**config.mk**
```make
export PLATFORM = sky130hd
export DESIGN_NAME = note_score_tracker
export DESIGN_NICKNAME = d
export VERILOG_FILES = /design/src/rtl/note_score_tracker.sv
export SDC_FILE = /design/constraint.sdc
export NUM_CORES = 1
export LEC_CHECK = 0
export BUFFER_PORTS_ARGS = -buffer_cell sky130_fd_sc_hd__buf_2
export CAP_MARGIN = 20
export CORE_ASPECT_RATIO = 1.75
export CORE_UTILIZATION = 50
export CTS_BUF_LIST = sky130_fd_sc_hd__clkbuf_2
export DETAILED_ROUTE_END_ITERATION = 6
export PLACE_DENSITY = 0.69
export SYNTH_ARGS = -nofsm -noshare
export SYNTH_HDL_FRONTEND = slang
export SYNTH_SLANG_ARGS = --single-unit
```
**constraint.sdc**
```tcl
create_clock -name clk -period 5.7 [get_ports clk]
set_input_delay 0.855 -clock clk [delete_from_list [all_inputs] [get_ports clk]]
set_output_delay 0.855 -clock clk [all_outputs]
set_load 0.1 [all_outputs]
```
**src/rtl/note_score_tracker.sv**
```systemverilog
// -----------------------------------------------------------------------------
// note_score_tracker
//
// Purpose:
//   Judges note arrivals against player button presses on 4 lanes while the
//   game is in PLAY mode. It accumulates a score, a hit count and a miss count
//   as 2-digit packed BCD values. Each nibble is one decimal digit, so the
//   7-seg lookups can use the values directly. On leaving PLAY the values
//   freeze, so the high-score/display block can capture them in FINISH.
//
// Optional feature (macro COMBO_BONUS_EN):
//   When defined, the block keeps an 8-bit saturating hit streak. While the
//   streak (before this cycle's update) is at least COMBO_LEN, every hit is
//   worth 2 points. When undefined, score always equals hits.
//
// Parameters:
//   WINDOW     hit window length in clk cycles (>= 1)
//   COMBO_LEN  streak length at which the combo bonus applies
//
// Ports:
//   clk         in   1  clock
//   n_rst       in   1  async reset, active-low
//   mode        in   3  3'b100 = PLAY, 3'b101 = FINISH, others idle
//   note_valid  in   4  per-lane 1-cycle pulse: note reached strike line
//   btn         in   4  per-lane button level (synchronised/debounced)
//   score       out  8  packed BCD score, 00..99
//   hits        out  8  packed BCD hit count, 00..99
//   misses      out  8  packed BCD miss count, 00..99
//   hit_pulse   out  1  strobe: at least one hit judged in the previous cycle
//   miss_pulse  out  1  strobe: at least one miss judged in the previous cycle
//
// Lane FSM:
//   state  | meaning
//   IDLE   | no note awaiting a press on this lane
//   OPEN   | note pending; cnt = cycles of the window left after this one
// -----------------------------------------------------------------------------
module note_score_tracker #(
    parameter int unsigned WINDOW    = 200,
    parameter int unsigned COMBO_LEN = 5
) (
    input  logic       clk,
    input  logic       n_rst,
    input  logic [2:0] mode,
    input  logic [3:0] note_valid,
    input  logic [3:0] btn,
    output logic [7:0] score,
    output logic [7:0] hits,
    output logic [7:0] misses,
    output logic       hit_pulse,
    output logic       miss_pulse
);

    localparam int unsigned CW = $clog2(WINDOW + 1);
    // The note cycle itself is the first window cycle, so OPEN is entered
    // with WINDOW-2 cycles still to go after the next one. A miss is then
    // judged in the window's last cycle (cnt == 0).
    localparam logic [CW-1:0] CNT_LOAD  = (WINDOW > 1) ? CW'(WINDOW - 2) : '0;
    localparam logic [2:0]    MODE_PLAY = 3'b100;

    typedef enum logic {
        L_IDLE = 1'b0,
        L_OPEN = 1'b1
    } lane_state_t;

    lane_state_t     lane_q [4];
    lane_state_t     lane_d [4];
    logic [CW-1:0]   cnt_q  [4];
    logic [CW-1:0]   cnt_d  [4];

    logic [3:0] btn_q;
    logic [2:0] mode_q;
    logic [3:0] press;
    logic       play;
    logic       play_entry;
    logic [3:0] lane_hit;
    logic [3:0] lane_miss;
    logic [2:0] nh;
    logic [2:0] nm;
    logic [3:0] score_inc;

    assign press      = btn & ~btn_q;
    assign play       = (mode == MODE_PLAY);
    assign play_entry = play && (mode_q != MODE_PLAY);

    function automatic logic [7:0] bcd_add_sat(input logic [7:0] v, input logic [3:0] n);
        logic [7:0] bin;
        bin = 8'(v[7:4]) * 8'd10 + 8'(v[3:0]) + 8'(n);
        if (bin > 8'd99) begin
            bin = 8'd99;
        end
        return {4'(bin / 8'd10), 4'(bin % 8'd10)};
    endfunction

    // Lane state register
    always_ff @(posedge clk or negedge n_rst) begin
        if (!n_rst) begin
            for (int i = 0; i < 4; i++) begin
                lane_q[i] <= L_IDLE;
                cnt_q[i]  <= '0;
            end
        end else begin
            for (int i = 0; i < 4; i++) begin
                lane_q[i] <= lane_d[i];
                cnt_q[i]  <= cnt_d[i];
            end
        end
    end

    // Lane next-state and judging
    always_comb begin
        lane_hit  = '0;
        lane_miss = '0;
        for (int i = 0; i < 4; i++) begin
            lane_d[i] = lane_q[i];
            cnt_d[i]  = cnt_q[i];
            if (!play || play_entry) begin
                // Outside PLAY (and in the entry cycle) windows are dropped
                // silently; nothing is judged.
                lane_d[i] = L_IDLE;
                cnt_d[i]  = '0;
            end else begin
                unique case (lane_q[i])
                    L_IDLE: begin
                        if (note_valid[i]) begin
                            if (press[i]) begin
                                lane_hit[i] = 1'b1;
                            end else if (WINDOW == 1) begin
                                lane_miss[i] = 1'b1;
                            end else begin
                                lane_d[i] = L_OPEN;
                                cnt_d[i]  = CNT_LOAD;
                            end
                        end
                    end
                    L_OPEN: begin
                        if (press[i]) begin
                            lane_hit[i] = 1'b1;
                        end else if (note_valid[i] || cnt_q[i] == '0) begin
                            // A new note replaces an unpressed old one.
                            lane_miss[i] = 1'b1;
                        end
                        if (note_valid[i]) begin
                            lane_d[i] = L_OPEN;
                            cnt_d[i]  = CNT_LOAD;
                        end else if (press[i] || cnt_q[i] == '0) begin
                            lane_d[i] = L_IDLE;
                            cnt_d[i]  = '0;
                        end else begin
                            cnt_d[i] = cnt_q[i] - 1'b1;
                        end
                    end
                    default: begin
                        lane_d[i] = L_IDLE;
                        cnt_d[i]  = '0;
                    end
                endcase
            end
        end
    end

    always_comb begin
        nh = '0;
        nm = '0;
        for (int i = 0; i < 4; i++) begin
            nh = nh + {2'b00, lane_hit[i]};
            nm = nm + {2'b00, lane_miss[i]};
        end
    end

`ifdef COMBO_BONUS_EN
    logic [7:0] streak_q;
    logic [7:0] streak_d;
    logic [8:0] streak_sum;

    always_comb begin
        streak_sum = {1'b0, streak_q} + 9'(nh);
        if (nm != '0) begin
            streak_d = '0;
        end else if (streak_sum > 9'd255) begin
            streak_d = 8'hFF;
        end else begin
            streak_d = streak_sum[7:0];
        end
        // Bonus is decided on the streak as it stood before this cycle.
        if (32'(streak_q) >= COMBO_LEN) begin
            score_inc = {nh, 1'b0};
        end else begin
            score_inc = {1'b0, nh};
        end
    end

    always_ff @(posedge clk or negedge n_rst) begin
        if (!n_rst) begin
            streak_q <= '0;
        end else if (play_entry) begin
            streak_q <= '0;
        end else if (play) begin
            streak_q <= streak_d;
        end
    end
`else
    always_comb begin
        score_inc = {1'b0, nh};
    end
`endif

    // Counters, strobes and input history
    always_ff @(posedge clk or negedge n_rst) begin
        if (!n_rst) begin
            btn_q      <= '0;
            mode_q     <= '0;
            score      <= '0;
            hits       <= '0;
            misses     <= '0;
            hit_pulse  <= 1'b0;
            miss_pulse <= 1'b0;
        end else begin
            btn_q  <= btn;
            mode_q <= mode;
            if (play_entry) begin
                score      <= '0;
                hits       <= '0;
                misses     <= '0;
                hit_pulse  <= 1'b0;
                miss_pulse <= 1'b0;
            end else if (play) begin
                score      <= bcd_add_sat(score, score_inc);
                hits       <= bcd_add_sat(hits, {1'b0, nh});
                misses     <= bcd_add_sat(misses, {1'b0, nm});
                hit_pulse  <= (nh != '0);
                miss_pulse <= (nm != '0);
            end else begin
                hit_pulse  <= 1'b0;
                miss_pulse <= 1'b0;
            end
        end
    end

endmodule
```
==> results of run 1 <==
[sequential cells by signal (all words and copies together) (netlist names)]
| register | flops |
|---|---|
| lane_q | 4 |
| hits | 8 |
| mode_q | 3 |
| miss_pulse | 1 |
| btn_q | 4 |
| cnt_q | 32 |
| hit_pulse | 1 |
| misses | 8 |
| score | 8 |
[worst max-delay path, cell delays in order (launching register included)]
cell	delay (ps)
dfrtp_1	410
nor2_1	140
nand4_1	120
buf_4	180
nor3_4	130
fa_1	460
ha_2	220
ha_4	260
inv_2	40
fa_1	420
inv_1	70
ha_2	180
inv_2	40
fa_2	380
nand2b_4	160
a211oi_2	250
xor2_1	130
mux2_2	360
a21oi_1	310
o2111ai_1	180
a311o_1	320
or2_4	270
o311ai_2	210
[path summary, 6_finish.rpt]
path,start,end,slack [ps],depth (start not counted)
max reg2reg,mode_q[1]$_DFF_PN0_,hits[2]$_DFFE_PN0P_,360,22
min,btn[2],btn_q[2]$_DFF_PN0_,400,1
min reg2reg,cnt_q[21]$_DFFE_PN0P_,cnt_q[21]$_DFFE_PN0P_,540,1
max in group asynchronous,n_rst,cnt_q[29]$_DFFE_PN0P_,4640,2
min in group asynchronous,n_rst,cnt_q[5]$_DFFE_PN0P_,450,2
max,mode_q[1]$_DFF_PN0_,hits[2]$_DFFE_PN0P_,360,22
[layout make-up]
class | count | area [µm²]
diodes | 1 | 2.50
clock inverters | 7 | 82.6
multi-input cells | 590 | 4040
clock buffers | 9 | 45.0
repair buffers | 88 | 566
fillers | 1122 | 4770
well taps | 135 | 169
inverters | 48 | 180
flip-flops and latches | 69 | 1730
[cell usage after synthesis, types with 6 or more instances]
cell / n / share of area (%)
a211oi_1: 8 / 1.0
a21oi_1: 55 / 4.6
a22o_1: 6 / 0.89
a31oi_1: 7 / 0.74
and3_1: 7 / 0.74
clkbuf_1: 15 / 0.95
dfrtp_1: 69 / 29
fa_1: 14 / 4.7
ha_1: 44 / 9.3
inv_1: 48 / 3.0
nand2_1: 70 / 4.4
nand2b_1: 15 / 1.6
nand3_1: 21 / 1.8
nand4_1: 8 / 0.85
nor2_1: 69 / 4.4
nor2b_1: 17 / 1.8
nor3_1: 22 / 1.9
nor4_1: 8 / 0.85
o2111a_1: 6 / 1.1
o21a_1: 7 / 0.89
o21ai_0: 74 / 6.3
o21ai_1: 14 / 1.2
o31ai_1: 11 / 1.4
xnor2_1: 14 / 2.1
xor2_1: 8 / 1.2
[power breakdown]
part	leakage (nW)	internal [mW]	switching [mW]	total, mW
Clock	0.0706	0.107	0.200	0.307
Sequential	0.946	0.495	0.00302	0.498
Combinational	2.15	0.0244	0.0556	0.0800
Total	3.17	0.626	0.259	0.885
[logic make-up after synthesis]
family                     Yosys count
adders and majority gates           58
xor gates and xnor gates            24
AOI/OAI and AO/OA                  240
and+or+nand+nor                    262
DFF                                 69
muxes                                6
buffers and inverters               67
[metrics by stage]
stage	worst slack, ps	total power [mW]	area, µm²	setup TNS (ps)	utilization [%]
finish	363	0.885	6810	0	58.8
global route	-3.67	0.919	6810	-3.67	58.8
CTS	332	0.892	6800	0	58.7
detailed placement	-87.7	0.587	6670	-222	57.6
global placement	18.0	0.585	6670	0	57.6
floorplan	-97.4	0.552	6050	-294	-
[metal layers]
| layer | part of all wire [%] | global-route usage (%) | wire length, µm | up-vias |
|---|---|---|---|---|
| met5 | 0 | 0 | 0 | - |
| met4 | 3.7 | 13.9 | 589 | 0 |
| met3 | 2.7 | 3.23 | 433 | 45 |
| met2 | 54 | 52.4 | 8720 | 126 |
| met1 | 39 | 29.4 | 6310 | 2828 |
| li1 | - | - | - | 2800 |
[repair_timing]
item                                   CTS  global route
endpoints found under the hold margin    0             0
resized for setup                        0             3
setup endpoints to repair                0             1
buffers inserted                         0             0
hold buffers                             0             0
==> qor.csv, run 1 <==
metric;value;unit
DRC Markers;10;
Ports;39;
initial antenna violation count;1;
routed via count;5799;
Clock Skew;45.0;ps
Compound-Gate Fraction of Synth Area;26.0;%
largest family of logic cells by synthesized area;compound AO/OA/AOI/OAI gates;
max-cap violations;0;
first-pass GRT wire length;27.4;mm
Worst Path Arrival;5770;ps
total core area;0.0116;mm²
final worst path period share;93.6;%
Yosys cell types;74;
Mean Syn Cell Area;8.16;µm²
final non-filler cell total;947;
clock latency on the worst-skew pair;550;ps
sequential area share after synthesis;29.2;%
wire length per cell;16.9;µm
Placed Instances;930;
Setup crit start kind;register;
worst hold path class;input port to register;
CP required;6130;ps
Post-DRT Antenna Nets;0;
commonest register cell after synthesis;dfrtp_1;
status;complete, but fails checks;
vias in the first global route;5917;
post-synthesis adder-cell area fraction;14.0;%
Detailed Routing Iterations Pass 1;6;
slew margin rel.;42.0;%
Synth Area in XOR/XNOR;3.80;%
Initial Util;51.1;%
Reg clk slew, reported paths;250;ps
Slew Viols, Final;0;
failing checks;DRC;
DRT iter0 DRCs;264;
Post-Route WL;16.0;mm
type of element capturing the critical path;register;
Synth Area in Simple Gates;21.5;%
die area;0.0123;mm²
clk sinks;69;
Port-buffer cells;38;
P per Cell Area;130;mW/mm²
DIE WIDTH;84.3;µm
highest fanout seen on the critical path;6;
largest net degree at the start of global routing;70;
Cell Area, Synth;0.00592;mm²
Hold Vio Cnt, Final;0;
VDD IR max;0.0856;mV
fmax;0.187;GHz
LEAKAGE;3.17;nW
WHS;397;ps
CTS Buf Count;9;
Mapped Cells;726;
post-synthesis mux area share;1.12;%
Setup-failing EPs final;0;
RD Place Congestion;0.902;
Post-synth ARST share;100;%
detailed placement HPWL;12.7;mm
CTS max path bufs;2;
commonest non-fill, non-tap cell in the layout;o21ai_0;
Mapped Nets;797;
share of layout cells above drive strength 1;17.4;%
htree depth;3;
nets@finish;877;
Ys Warns;0;
Tmin final;5340;ps
CTS Root Cell;clkbuf_2;
CP Class;register to register;
Post-synth EDFFs;0;
Layout area overhead;15.0;%
Rows;52;
Slew @ Worst Pin;870;ps
Yosys reg bits;69;
GRT Total Usage;27.6;%
Die Ht;146;µm
commonest cells after routing, fill and taps aside;o21ai_0, nand2_1, dfrtp_1;
CTS tree;built;
total grt overflow;0;
vias per cell;6.12;
Power figures use the tool's default switching activity.
==> run 2, diff against run 1 <==
--- a/config.mk
+++ b/config.mk
@@ -12,6 +12,7 @@
 export CTS_BUF_LIST = sky130_fd_sc_hd__clkbuf_2
 export DETAILED_ROUTE_END_ITERATION = 6
 export PLACE_DENSITY = 0.69
+export RECOVER_POWER = 50
 export SYNTH_ARGS = -nofsm -noshare
 export SYNTH_HDL_FRONTEND = slang
 export SYNTH_SLANG_ARGS = --single-unit
==> qor.csv, run 2 (synthesized netlist as in run 1, its figures left out) <==
metric;value;unit;change
status;complete, but fails checks;;
failing checks;DRC, capacitance limit, slew limit;;
CP required;6130;ps;about the same
htree depth;3;;unchanged
DRT iter0 DRCs;264;;unchanged
total core area;0.0116;mm²;unchanged
max FFs per register;32;;unchanged
Slew Viols, Final;70;;+70
CTS tree;built;;
Hold Vio Cnt, Final;0;;unchanged
Post-Route WL;16.0;mm;about the same
LEAKAGE;3.15;nW;-0.73%
Rows;52;;unchanged
die area;0.0123;mm²;unchanged
Placed Instances;930;;unchanged
detailed placement HPWL;12.7;mm;unchanged
Buf/Inv on CP;4;;unchanged
CP top delay family;adder cells;;
vias in the first global route;5917;;unchanged
vias per cell;6.12;;unchanged
Post-DP Area;0.00667;mm²;unchanged
slew margin rel.;-144;%;-190 points
critical path cell sequence;nor2_1 -> nand4_1 -> buf_4 -> nor3_4 -> fa_1 -> ha_2 -> ha_4 -> inv_2 -> fa_1 -> inv_1 -> ha_2 -> inv_2 -> fa_2 -> nand2b_4 -> a211oi_2 -> xor2_1 -> mux2_2 -> a21oi_1 -> o2111ai_1 -> a311o_1 -> or2_4 -> o311ai_2;;
DIE WIDTH;84.3;µm;unchanged
Die Ht;146;µm;unchanged
Final Util;58.7;%;-0.13 points
final non-filler cell total;947;;unchanged
Layout area overhead;14.8;%;
Slew @ Worst Pin;3660;ps;+2790 ps
type of element capturing the critical path;register;;
wire length per cell;16.9;µm;about the same
Tmin final;5340;ps;+2.14 ps
routed via count;5799;;unchanged
commonest non-fill, non-tap cell in the layout;o21ai_0;;
Port-buffer cells;38;;unchanged
VDD IR max;0.0860;mV;+0.44%
post-layout power;0.884;mW;about the same
Initial Util;51.1;%;unchanged
CTS Root Cell;clkbuf_2;;
Ports;39;;unchanged
max-cap violations;1;;+1
DRC Markers;10;;unchanged
CTS max path bufs;2;;unchanged
largest net degree at the start of global routing;70;;unchanged
critical path's slowest cell;fa_1;;
CTS Buf Count;9;;unchanged
P per Cell Area;130;mW/mm²;+0.14%
Clock Skew;45.0;ps;unchanged
highest fanout seen on the critical path;6;;unchanged
GRT Total Usage;27.6;%;unchanged
commonest cells after routing, fill and taps aside;o21ai_0, nand2_1, dfrtp_1;;
share of layout cells above drive strength 1;16.4;%;-0.99 points
RD Place Congestion;0.902;;unchanged
Reg clk slew, reported paths;250;ps;about the same
clock latency on the worst-skew pair;550;ps;about the same
initial antenna violation count;1;;unchanged
Setup-failing EPs final;0;;unchanged
crit-path max cell delay;460;ps;about the same
fmax;0.187;GHz;about the same
Post-DRT Antenna Nets;0;;unchanged
Biggest register;cnt_q;;
Detailed Routing Iterations Pass 1;6;;unchanged
worst hold path class;input port to register;;
CP Class;register to register;;
final worst path period share;93.7;%;about the same
clk sinks;69;;unchanged
Worst Path Arrival;5770;ps;about the same
final instance area;0.00680;mm²;-0.22%
Setup crit start kind;register;;
first-pass GRT wire length;27.4;mm;unchanged
total grt overflow;0;;unchanged
nets@finish;877;;unchanged
==> run 2: changes by cell type in the layout (fill, tap and decap cells not counted) <==
cell,before,now
buf_2,38,32
buf_4,50,48
clkbuf_1,0,7
buf_1,0,1
==> run 2: final cells by class <==
type	count	area [µm²]
timing repair buffer	88	551
clock inverter	7	82.6
antenna	1	2.50
multi-input combinational	590	4040
tap	135	169
inverter	48	180
clock buffer	9	45.0
fill	1131	4780
sequential	69	1730
==> run 2: worst paths after layout <==
kind / startpoint / endpoint / slack [ps] / cells past startpoint
max: mode_q[1]$_DFF_PN0_ / hits[2]$_DFFE_PN0P_ / 360 / 22
max in group asynchronous: n_rst / cnt_q[4]$_DFFE_PN0P_ / 1800 / 2
max reg2reg: mode_q[1]$_DFF_PN0_ / hits[2]$_DFFE_PN0P_ / 360 / 22
min: btn[2] / btn_q[2]$_DFF_PN0_ / 390 / 1
min reg2reg: cnt_q[21]$_DFFE_PN0P_ / cnt_q[21]$_DFFE_PN0P_ / 540 / 1
min in group asynchronous: n_rst / cnt_q[5]$_DFFE_PN0P_ / 1620 / 2
==> run 2: metal layers <==
metal  vias up  part of all wire [%]  GRT usage (%)
met5         -                     0              0
met4         0                   3.7           13.9
met3        45                   2.6           3.23
met2       126                    54           52.4
met1      2828                    39           29.4
li1       2800                     -              -
==> run 2: where the power goes <==
group	switching [mW]	internal (mW)
Clock	0.200	0.107
Sequential	0.00302	0.495
Combinational	0.0556	0.0234
==> run 2: what timing repair did <==
item | 4_1_cts | 5_1_grt
resized for setup | 0 | 3
endpoints found under the setup margin | 0 | 1
hold buffers | 0 | 0
buffers inserted | 0 | 0
==> run 2: through the flow <==
stage,setup TNS [ps],hold slack [ps],setup WS [ps]
global route,-3.67,342,-3.67
detailed placement,-222,505,-87.7
floorplan,-294,467,-97.4
finish,0,388,361
global placement,0,489,18.0
CTS,0,362,332
==> run 2: worst register-to-register path: stages (launching register included) <==
cell and delay (ps):
dfrtp_1 410, nor2_1 140, nand4_1 120, buf_4 180, nor3_4 130, fa_1 460, ha_2 220, ha_4 260
inv_2 40, fa_1 420, inv_1 70, ha_2 180, inv_2 40, fa_2 380, nand2b_4 160, a211oi_2 260
xor2_1 130, mux2_2 360, a21oi_1 310, o2111ai_1 180, a311o_1 320, or2_4 270, o311ai_2 210
